## config.mk

```make
export PLATFORM = sky130hd
export DESIGN_NAME = decimal_operand_entry
export DESIGN_NICKNAME = d
export VERILOG_FILES = /design/src/rtl/calc_entry_pkg.sv /design/src/rtl/button_debouncer.sv /design/src/rtl/decimal_operand_entry.sv
export SDC_FILE = /design/constraint.sdc
export NUM_CORES = 1
export LEC_CHECK = 0
export BUFFER_PORTS_ARGS = -buffer_cell sky130_fd_sc_hd__buf_4
export CAP_MARGIN = 15
export CORE_MARGIN = 4
export CORE_UTILIZATION = 58
export DETAILED_ROUTE_END_ITERATION = 6
export HOLD_SLACK_MARGIN = 0.06
export PLACE_DENSITY = 0.85
export REMOVE_ABC_BUFFERS = 1
export SLEW_MARGIN = 20
export SYNTH_ARGS = -nofsm -noshare
export SYNTH_HDL_FRONTEND = slang
export SYNTH_SLANG_ARGS = --single-unit
```

## constraint.sdc

```tcl
create_clock -name clock -period 2.9 [get_ports clock]
set_input_delay 0.145 -clock clock [delete_from_list [all_inputs] [get_ports clock]]
set_output_delay 0.145 -clock clock [all_outputs]
set_load 0.1 [all_outputs]
```

## src/rtl/calc_entry_pkg.sv

```systemverilog
// Shared types and limits for the decimal operand entry front end.
// Imported by the entry FSM and its button debouncers.
package calc_entry_pkg;

  typedef enum logic {
    ENTRY = 1'b0,
    HOLD  = 1'b1
  } state_t;

  localparam int MAX_DIGITS  = 3;
  localparam int BCD_MAX     = 9;
  localparam int OPERAND_MAX = 255;

  // Appends one decimal digit; 12 bits is wide enough that overflow is visible.
  function automatic logic [11:0] shift_in(
    input logic [7:0] acc,
    input logic [3:0] d
  );
    return 12'(acc) * 12'd10 + 12'(d);
  endfunction

endpackage

```

## src/rtl/button_debouncer.sv

```systemverilog
// Two-flop synchroniser, stability counter and rising-edge pulse
// for one raw push-button.
module button_debouncer #(
  parameter int DEBOUNCE_CYCLES = 250000,
  parameter int CNT_W           = 18
) (
  input  logic clock,
  input  logic reset,
  input  logic raw,
  output logic rise
);

  logic             s1;
  logic             s2;
  logic             lvl;
  logic [CNT_W-1:0] cnt;

  always_ff @(posedge clock) begin
    if (reset) begin
      s1   <= 1'b0;
      s2   <= 1'b0;
      lvl  <= 1'b0;
      cnt  <= '0;
      rise <= 1'b0;
    end else begin
      s1   <= raw;
      s2   <= s1;
      rise <= 1'b0;
      if (s2 == lvl) begin
        cnt <= '0;
      end else if (cnt == CNT_W'(DEBOUNCE_CYCLES)) begin
        lvl  <= s2;
        cnt  <= '0;
        rise <= s2;
      end else begin
        cnt <= cnt + 1'b1;
      end
    end
  end

endmodule

```

## src/rtl/decimal_operand_entry.sv

```systemverilog
// Debounced keypad front end: builds a binary operand from decimal
// digits and hands it to the core over a valid/ack handshake.
module decimal_operand_entry
  import calc_entry_pkg::*;
#(
  parameter int DEBOUNCE_CYCLES = 250000,
  parameter int CNT_W           = 18
) (
  input  logic       clock,
  input  logic       reset,
  input  logic [3:0] digit_sw,
  input  logic [3:0] op_sw,
  input  logic       digit_btn,
  input  logic       enter_btn,
  input  logic       clear_btn,
  input  logic       operand_ack,
  output logic [7:0] acc_value,
  output logic [1:0] digit_count,
  output logic [7:0] operand,
  output logic [3:0] op_code,
  output logic       operand_valid,
  output logic       clear_pulse,
  output logic       entry_error
);

  logic        dig_ev;
  logic        ent_ev;
  logic        clr_ev;
  logic [7:0]  acc;
  logic [11:0] t;
  state_t      state;

  assign acc_value = acc;
  assign t         = shift_in(acc, digit_sw);

  button_debouncer #(
    .DEBOUNCE_CYCLES(DEBOUNCE_CYCLES),
    .CNT_W(CNT_W)
  ) u_dig (
    .clock(clock),
    .reset(reset),
    .raw(digit_btn),
    .rise(dig_ev)
  );

  button_debouncer #(
    .DEBOUNCE_CYCLES(DEBOUNCE_CYCLES),
    .CNT_W(CNT_W)
  ) u_ent (
    .clock(clock),
    .reset(reset),
    .raw(enter_btn),
    .rise(ent_ev)
  );

  button_debouncer #(
    .DEBOUNCE_CYCLES(DEBOUNCE_CYCLES),
    .CNT_W(CNT_W)
  ) u_clr (
    .clock(clock),
    .reset(reset),
    .raw(clear_btn),
    .rise(clr_ev)
  );

  // Clear wins over everything; enter wins over digit; losers are dropped.
  always_ff @(posedge clock) begin
    if (reset) begin
      state         <= ENTRY;
      acc           <= '0;
      digit_count   <= '0;
      operand       <= '0;
      op_code       <= '0;
      operand_valid <= 1'b0;
      clear_pulse   <= 1'b0;
      entry_error   <= 1'b0;
    end else begin
      clear_pulse <= clr_ev;
      if (clr_ev) begin
        state         <= ENTRY;
        acc           <= '0;
        digit_count   <= '0;
        operand_valid <= 1'b0;
        entry_error   <= 1'b0;
      end else begin
        unique case (state)
          ENTRY: begin
            if (ent_ev) begin
              operand       <= acc;
              op_code       <= op_sw;
              operand_valid <= 1'b1;
              acc           <= '0;
              digit_count   <= '0;
              entry_error   <= 1'b0;
              state         <= HOLD;
            end else if (dig_ev) begin
              if (digit_sw > 4'(BCD_MAX)) begin
                entry_error <= 1'b1;
              end else if (digit_count == 2'(MAX_DIGITS)) begin
                entry_error <= 1'b1;
              end else if (t > 12'(OPERAND_MAX)) begin
                entry_error <= 1'b1;
              end else begin
                acc         <= t[7:0];
                digit_count <= digit_count + 2'd1;
              end
            end
          end
          HOLD: begin
            if (operand_ack) begin
              operand_valid <= 1'b0;
              state         <= ENTRY;
            end
          end
        endcase
      end
    end
  end

endmodule

```

==> results of run 1 <==
==> what timing repair did <==
item | 4_1_cts | 5_1_grt
buffers inserted | 0 | 1
hold endpoints to repair | 8 | 0
resized for setup | 1 | 0
hold buffers | 8 | 0
endpoints found under the setup margin | 10 | 9
pin swaps | 0 | 1
==> worst min-delay path: cells and delay by family <==
family                 cells  cell delay (ns)
and+or+nand+nor            2             0.09
AOI/OAI and AO/OA          1             0.07
buffers and inverters      1             0.08
==> flip-flops by register name, summed over array words and instances, names as in the netlist, 2 cells and up <==
signal,cells
u_clr.cnt,18
u_dig.cnt,18
u_ent.cnt,18
acc_value,8
operand,8
op_code,4
digit_count,2
==> worst max-delay path by stage <==
stage	from	endpoint	slack [ns]	cells after the start
3_3_place_gp	acc_value[1]	digit_count[1]	0.07	9
4_1_cts	acc_value[2]	acc_value[3]	0.05	9
3_5_place_dp	acc_value[2]	acc_value[3]	-0.06	9
2_1_floorplan	acc_value[1]	acc_value[0]	-0.56	9
5_1_grt	acc_value[2]	acc_value[4]	0.06	11
6_report	acc_value[2]	acc_value[3]	0.16	11
==> cells in the final DEF, fill, tap and decap left out, types with 2 or more instances in the layout <==
cell / synthesis / layout
dfxtp_1: 92 / 92
nor2_1: 78 / 78
buf_4: 1 / 43
xor2_1: 36 / 36
nand2_1: 35 / 35
mux2i_1: 24 / 24
xnor2_1: 23 / 23
nand3_1: 23 / 23
ha_1: 22 / 22
inv_1: 17 / 17
and3_1: 12 / 12
nor2b_1: 11 / 11
nand4_1: 11 / 11
nor3_1: 9 / 9
clkbuf_8: 0 / 9
and4_1: 8 / 8
dlygate4sd3_1: 0 / 8
a21oi_1: 7 / 7
nor4b_1: 5 / 5
nor4_1: 3 / 3
or3_1: 3 / 3
o21ai_0: 3 / 3
a21o_1: 3 / 3
nor3b_1: 2 / 2
or4b_1: 2 / 2
nand2b_1: 2 / 2
fa_1: 2 / 2
bufinv_16: 0 / 2
inv_6: 0 / 2
==> routing by layer <==
| layer | vias to the layer above | track usage | share of wire |
|---|---|---|---|
| met4 | 0 | 0.0818 | 0.020 |
| met2 | 84 | 0.324 | 0.47 |
| met5 | - | 0 | 0 |
| met1 | 1508 | 0.242 | 0.47 |
| li1 | 1632 | - | - |
| met3 | 17 | 0.0394 | 0.041 |
==> area by class of cell <==
cell class                 instances  area share
tap                               96      0.0245
multi-input combinational        334       0.457
sequential                        92       0.376
clock buffer                      10      0.0260
timing repair buffer              52      0.0862
inverter                          17      0.0130
clock inverter                     5      0.0173
==> stage by stage <==
| step | hold WS [ns] | cells | cell area [um^2] | utilization | setup TNS [ns] |
|---|---|---|---|---|---|
| after global routing | 0.103 | 606 | 4900 | 0.706 | 0 |
| after detailed placement | 0.373 | 582 | 4580 | 0.660 | -0.175 |
| after CTS | 0.0624 | 605 | 4880 | 0.703 | 0 |
| final | 0.0782 | 606 | 4900 | 0.706 | 0 |
| after global placement | 0.369 | 582 | 4580 | 0.660 | 0 |
| after floorplan | 0.217 | 443 | 4140 | - | -5.87 |
==> logic make-up after synthesis <==
kind of cell | synth area share
compound gates | 0.0272
buf+inv | 0.0372
simple gates | 0.247
mux | 0.0567
flops | 0.435
xor+xnor | 0.122
fa+ha+maj | 0.0745
==> power by group through the flow <==
stage	registers [mW]	clock network [mW]	logic [mW]
2_1_floorplan	1.30	0	0.0203
3_3_place_gp	1.30	0	0.0479
3_5_place_dp	1.30	0	0.0497
4_1_cts	1.27	0.944	0.0590
5_1_grt	1.27	1.00	0.0648
6_report	1.27	0.927	0.0585
==> metrics.txt, run 1 <==
RSZ-0062 raised after global routing false; grt ovf 0; CTS max path bufs 2; FF+latch area 1840 um^2; Reg clk slew, reported paths 0.09 ns; Sequential Power Share 0.563; First-pass DRT Iterations 4; Top Ports 39; P per Cell Area 460 nW/um^2; final WL 7960 um; first-pass GRT wire length 13800 um; filler cell count 509; initial antenna violation count 0; Place WS -0.0640 ns; count leader, synth dfxtp_1; num rows 30; multi-input logic area 2240 um^2; crit path buf inv count 2; Mapped Area 4230 um^2; Clock Power Share 0.411; WS Path Type reg -> reg; Layout area overhead 15.8%; fin. max-slew vios 0; clk_skew 0.00903 ns; Final nets 544; Tot Pwr 2.26 mW; largest net degree at the start of global routing 33; CP top delay family adder cells; leakage power figure 1.96 nW; GPL Wtd Cong 0.933; Final ANT Viol Nets 0; register area share after synthesis 0.435; Worst setup SP type flip-flop; status finished, final reports clean; initial core utilization 0.610; P_int 1.78 mW; Endpoint, Worst Hold state; CP max stage delay 0.43 ns; Post-synth EDFFs 0; fin crit share 0.945; cell count of the worst hold path 4; cell depth of the worst flop-to-flop path 11; Peak VDD IR 0.214 mV; CP arrival 3.02 ns; detailed-route wire length per cell 13.1 um; diode count 0; predominant post-synthesis flop cell dfxtp_1; DP HPWL 5740 um; leading post-synthesis cells by cell area dfxtp_1 43%, xor2_1 7.4%, nor2_1 6.9%, ha_1 6.5%, mux2i_1 5.7%; commonest cells in the netlist 92 x dfxtp_1, 78 x nor2_1, 36 x xor2_1; Logic pwr share 0.026; relative slew slack 0.536; Seq cells post-synth 92; die area 8730 um^2; vias in the first global route 3129; core area 6940 um^2; Ys Warns 0; H-tree Lvls 3; Via-to-Cell Ratio 5.35; drc violations 0; final worst slack 0.158 ns; Distinct cells, synth 40; crit end category flip-flop; worst r2r src acc_value[2]; total CTS buffers 9; beginning of the worst hold path operand_ack; Psw 0.473 mW; Mapped Avg Cell Area 9.26 um^2; DRT iter0 DRCs 88; Die Height 93.4 um; post-synth top area share 0.435; post-synthesis cell count 457; CTS Root Cell clkbuf_8; Tmin final 2.74 ns; Chip Width 93.4 um; Port Buffers 38; Slowest-stage cell, CP dfxtp_1; Least-Margin Pin Slew 0.690 ns; Hold Crit Class in -> reg; required time worst endpoint 3.18 ns; cell taking the most area after synthesis dfxtp_1; GR Util All Layers 0.194; max cap viols 0; asr flop ratio synth 0; final hold viol count 0; flop2flop setup slack 0.16 ns; FMAX 0.365 GHz; Sw Share 0.209; worst-path maximum fanout 10; CTS tree built; most frequent CP cell ha_1; fraction of layout cells with a size suffix above 1 0.120; clock sinks 92; reg2reg end acc_value[3]; crit-path cells ha_1, ha_1, inv_1, fa_1, xor2_1, or3b_1, nor2_2, a21oi_1, o211ai_4, buf_12, mux2i_1; worst skew pair latency 0.35 ns; DR vias 3241; # setup viols final 0
Note: power is estimated with default switching activity, not from simulation.
==> run 2, diff against run 1 <==
- ABC_AREA: default -> 1
==> run 2 against run 1 <==
Compared with the run above: clock power shrank 4.5%; critical endpoint is now acc_value[4]; synthesized cell count grew 32%; clock skew grew 0.0048 ns; largest power group unchanged; die area grew 6.0%; largest cell class unchanged; core utilization shrank 0.30 points.
==> metrics.txt, run 2 <==
setup TNS 0 ns; crit-path cells ha_1, ha_1, inv_1, fa_1, nor2_2, nand3_1, nand2_1, nand3_1, a21oi_2, nand3_4, nand2_2, nand2_1, nand2_1, nor2_1; diode count 0; DP Cell Count 733; CP max stage delay 0.45 ns; first-pass GRT wire length 16400 um; Max Used Layer met4; final WL 9530 um; mux contribution to synthesized area 0; CTS tree built; # setup viols final 0; Distinct cells, synth 40; First-pass DRT Iterations 4; Port Buffers 38; final hold viol count 0; predominant post-synthesis flop cell dfxtp_1; clk_skew 0.0138 ns; GPL Wtd Cong 0.930; Layout area overhead 15.5%; relative slew slack 0.605; detailed-route wire length per cell 12.5 um; met2 wire len 4760 um; CTS max path bufs 2; Place WS 0.182 ns; most frequent cells in the layout 106 x nor2_1, 93 x nand2_1, 90 x dfxtp_1; Mapped Area 4510 um^2; drc violations 0; Seq cells post-synth 92; DP HPWL 7010 um; Tmin final 2.67 ns; Post-Synth Adder-Cell Area 0.0699; CTS Root Cell clkbuf_8; P_int 1.71 mW; leakage power figure 2.20 nW; vias in the first global route 3758; Final nets 694; FMAX 0.374 GHz; status finished, final reports clean; final hold slack 0.0968 ns; post-synthesis cell count 603; Reg clk slew, reported paths 0.09 ns; Clock Power Share 0.399; Finished Core Util 0.703; post-synth top area share 0.408; cell taking the most area after synthesis dfxtp_1; Worst setup SP type flip-flop; Ys Warns 0; simple-gate share of the synthesized area 0.342; largest registers u_clr.cnt: 18 flops, u_dig.cnt: 18 flops, u_ent.cnt: 18 flops; Critical Path End acc_value[4]; asr flop ratio synth 0; DRT iter0 DRCs 145; WS Path Type reg -> reg; leading post-synthesis cells by cell area dfxtp_1 41%, nor2_1 8.9%, nand2_1 7.7%, ha_1 6.1%, inv_1 5.7%; Worst setup startpoint acc_value[1]; final worst slack 0.226 ns; worst-path maximum fanout 10; DR vias 4003; Die Height 96.2 um; cell depth of the worst flop-to-flop path 14; Mapped Avg Cell Area 7.48 um^2; main combinational cell family by area after synthesis simple AND/OR/NAND/NOR gates; Top Ports 39; Synth Area in Compound Gates 0.0668; count leader, synth nor2_1; GR Util All Layers 0.221; CP arrival 2.92 ns; Sequential Power Share 0.572; initial core utilization 0.609; Slowest-stage cell, CP fa_1; H-tree Lvls 3; worst skew pair latency 0.36 ns; crit end category flip-flop; Post-synth EDFFs 0; max cap viols 0; fraction of layout cells with a size suffix above 1 0.139; grt ovf 0; P per Cell Area 426 nW/um^2; initial antenna violation count 0; Hold Crit Class in -> reg; most frequent CP cell nand2_1; fin. max-slew vios 0; Least-Margin Pin Slew 0.591 ns; met3 wire length 400 um; commonest cells in the netlist 107 x nor2_1, 93 x nand2_1, 92 x dfxtp_1; worst r2r src acc_value[1]; commonest non-fill, non-tap cell in the layout nor2_1; Chip Width 96.2 um; reg2reg end acc_value[4]; core area 7410 um^2; M1 wire length 4190 um; XOR/XNOR Fraction of Synth Area 0.0427; Psw 0.511 mW; flop2flop setup slack 0.23 ns; Setup Fix Bufs, Post-CTS 0; Sw Share 0.230; Peak VDD IR 0.393 mV; num rows 31; die area 9250 um^2; total CTS buffers 9; Final ANT Viol Nets 0; required time worst endpoint 3.14 ns; largest net degree at the start of global routing 18; register area share after synthesis 0.408; RSZ-0062 raised after global routing false; filler cell count 596; Via-to-Cell Ratio 5.27; Logic pwr share 0.029; clock sinks 92; fin crit share 0.922; non-filler cells, final 760
run 2: changes by cell type after synthesis, sizes merged, moves of 8 or more:
cell / change
mux2i: -24
nor2b: -11
nor2: +39
xor2: -16
and4: -8
nand2: +62
and3: -10
nor3b: +8
o21ai: +15
nand3: +16
inv: +59
nor3: +17
xnor2: -21
a21oi: +22
run 2: power by group through the flow:
stage	combinational, mW	sequential (mW)	clock (mW)
5_1_grt	0.0729	1.27	0.964
3_3_place_gp	0.0510	1.30	0
6_report	0.0645	1.27	0.885
3_5_place_dp	0.0521	1.30	0
4_1_cts	0.0638	1.27	0.904
2_1_floorplan	0.0271	1.30	0
run 2: cell families (layout without fill, tap and decap cells):
group | Yosys count | after routing
AND/OR/NAND/NOR | 326 | 326
flip-flops | 92 | 92
buffers and inverters | 83 | 141
AO/OA/AOI/OAI | 56 | 56
adder cells (fa/ha/maj) | 24 | 24
XOR/XNOR | 22 | 22
run 2: worst max-delay path, delay by kind of cell, from the launching register on:
family                     cells  cell delay (ns)
and+or+nand+nor                9             0.95
adders and majority gates      3             0.98
DFF                            1             0.38
AOI/OAI and AO/OA              1             0.20
buffers and inverters          1             0.08
run 2: worst min path at each step:
stage	startpoint	endpoint	slack [ns]	depth (start not counted)
after CTS	operand_ack	state	0.09	4
after global routing	operand_ack	operand_valid	0.11	4
after floorplan	reset	u_clr.s1	0.22	1
after global placement	enter_btn	u_ent.s1	0.35	3
final	operand_ack	state	0.1	4
after detailed placement	enter_btn	u_ent.s1	0.35	3
run 2: per-layer routing:
| layer | vias up | GRT usage |
|---|---|---|
| met4 | 0 | 0.0746 |
| met1 | 1832 | 0.272 |
| met3 | 19 | 0.0453 |
| met5 | - | 0 |
| met2 | 81 | 0.381 |
| li1 | 2071 | - |
run 2: metrics by stage:
stage	total power, mW	instance area [um^2]
2_1_floorplan	1.33	4480
3_3_place_gp	1.35	4890
3_5_place_dp	1.35	4890
4_1_cts	2.24	5200
5_1_grt	2.31	5210
6_report	2.22	5210
run 2: cell type report:
type                    count  area (um^2)  area share
inverters                  76          285      0.0548
clock inverters             7         81.3      0.0156
repair buffers             49          395      0.0759
well taps                  99          124      0.0238
clock buffers               9          124      0.0238
multi-input cells         428         2350       0.452
flip-flops and latches     92         1850       0.354
run 2: what timing repair did:
item / in CTS / in global routing
setup endpoints to repair: 0 / 11
gates resized for setup: 0 / 4
hold endpoints to repair: 10 / 0
hold buffers: 11 / 0
==> run 3, diff against run 2 <==
- CTS_CLUSTER_DIAMETER: default -> 120
- GPL_TIMING_DRIVEN: default -> 0
==> run 3 against run 2 <==
Compared with the run above: sequential power about the same; hold slack got worse by 0.018 ns; via count decreased by 1.3%; critical path depth unchanged; global-route usage down 0.30 points; critical path type unchanged; largest cell class unchanged.
==> metrics.txt, run 3 (synthesis results as in run 2) <==
total CTS buffers 9; setup TNS 0 ns; worst skew pair latency 0.36 ns; initial core utilization 0.609; Peak VDD IR 0.276 mV; CTS tree built; Psw 0.493 mW; Via-to-Cell Ratio 5.20; Least-Margin Pin Slew 0.638 ns; cell count of the worst hold path 4; FMAX 0.375 GHz; CTS Root Cell clkbuf_8; CP arrival 2.94 ns; grt ovf 0; Tmin final 2.67 ns; DRT iter0 DRCs 175; Reg clk slew, reported paths 0.10 ns; DP HPWL 6740 um; most frequent cells in the layout 107 x nor2_1, 93 x nand2_1, 90 x dfxtp_1; worst-path maximum fanout 10; most frequent CP cell nand2_1; leakage power figure 2.20 nW; Hold Crit Class in -> reg; initial antenna violation count 0; Final nets 694; Max Used Layer met4; first-pass GRT wire length 16000 um; Logic pwr share 0.029; Port Buffers 38; Chip Width 96.2 um; required time worst endpoint 3.17 ns; fin. max-slew vios 0; Die Height 96.2 um; CTS max path bufs 2; Sequential Power Share 0.572; cell depth of the worst flop-to-flop path 14; diode count 0; P_int 1.73 mW; fraction of layout cells with a size suffix above 1 0.138; met2 wire len 4500 um; Slowest-stage cell, CP fa_1; num rows 31; detailed-route wire length per cell 12.0 um; core area 7410 um^2; commonest non-fill, non-tap cell in the layout nor2_1; # setup viols final 0; M1 wire length 4080 um; drc violations 0; CP max stage delay 0.43 ns; fin crit share 0.920; RSZ-0062 raised after global routing false; GPL Wtd Cong 0.888; WS Path Type reg -> reg; H-tree Lvls 3; largest net degree at the start of global routing 18; max cap viols 0; Clock Power Share 0.399; die area 9250 um^2; Worst setup SP type flip-flop; DR vias 3952; crit-path cells ha_1, ha_1, inv_1, fa_1, nor2_1, nand3_1, nand2_1, nand3_1, a21oi_2, nand3_4, nand2_2, nand2_1, nand2_1, nor2_1; clk_skew 0.0126 ns; final worst slack 0.232 ns; Final ANT Viol Nets 0; P per Cell Area 426 nW/um^2; largest registers u_clr.cnt: 18 flops, u_dig.cnt: 18 flops, u_ent.cnt: 18 flops; Setup Fix Bufs, Post-CTS 0; Place WS 0.151 ns; First-pass DRT Iterations 4; Top Ports 39; Sw Share 0.222; Layout area overhead 15.5%; crit end category flip-flop; GR Util All Layers 0.218; final hold viol count 0; final WL 9150 um; Finished Core Util 0.703; status finished, final reports clean; vias in the first global route 3715; clock sinks 92; relative slew slack 0.573; met3 wire length 409 um
## run 3: cell types whose count changed in the layout (fill, tap and decap cells not counted)
cell	before	now
clkinv_4	0	3
clkinvlp_4	3	1
clkbuf_8	9	10
dfxtp_2	1	2
dfxtp_4	1	0
inv_6	2	1
inv_8	1	0
nor2_1	106	107
nor2_2	11	10
## run 3: metrics by stage
step,total power [mW],std cells,cell area (um^2),hold WS (ns)
floorplan,1.33,596,4480,0.216
global placement,1.35,733,4890,0.350
detailed placement,1.35,733,4890,0.355
CTS,2.24,760,5210,0.0600
global route,2.31,760,5210,0.0875
finish,2.22,760,5210,0.0789
## run 3: path summary, 6_finish.rpt
| kind | start | end | slack [ns] |
|---|---|---|---|
| worst max-delay path | acc_value[1] | acc_value[6] | 0.23 |
| worst max register to register | acc_value[1] | acc_value[6] | 0.23 |
| worst min register to register | u_dig.s1 | u_dig.s2 | 0.41 |
| worst min-delay path | operand_ack | state | 0.08 |
## run 3: layer usage
layer  vias to the layer above  global-route usage
met4                         0              0.0829
met1                      1808               0.265
met3                        15              0.0493
met2                        63               0.372
met5                         -                   0
li1                       2066                   -
## run 3: worst max-delay path, delay by kind of cell, from the launching register on
family | cells | cell delay [ns]
compound gates | 1 | 0.20
fa+ha+maj | 3 | 0.95
buf+inv | 1 | 0.07
flops | 1 | 0.38
simple gates | 9 | 0.96
## run 3: cell type report
cell class | count | area (um^2)
Clock inverter | 6 | 72.6
Timing Repair Buffer | 49 | 395
Fill cell | 579 | 2200
Multi-Input combinational cell | 428 | 2350
Sequential cell | 92 | 1840
Clock buffer | 10 | 138
Tap cell | 99 | 124
Inverter | 76 | 285
## run 3: power groups by stage
| stage | clock (mW) | combinational [mW] | sequential [mW] |
|---|---|---|---|
| floorplan | 0 | 0.0271 | 1.30 |
| global placement | 0 | 0.0509 | 1.30 |
| detailed placement | 0 | 0.0522 | 1.30 |
| CTS | 0.910 | 0.0640 | 1.27 |
| global route | 0.970 | 0.0729 | 1.27 |
| finish | 0.886 | 0.0640 | 1.27 |
## run 3: timing repair
item,4_1_cts,5_1_grt
setup endpoints to repair,0,3
hold buffers,11,0
hold endpoints to repair,11,0
resized for setup,0,2
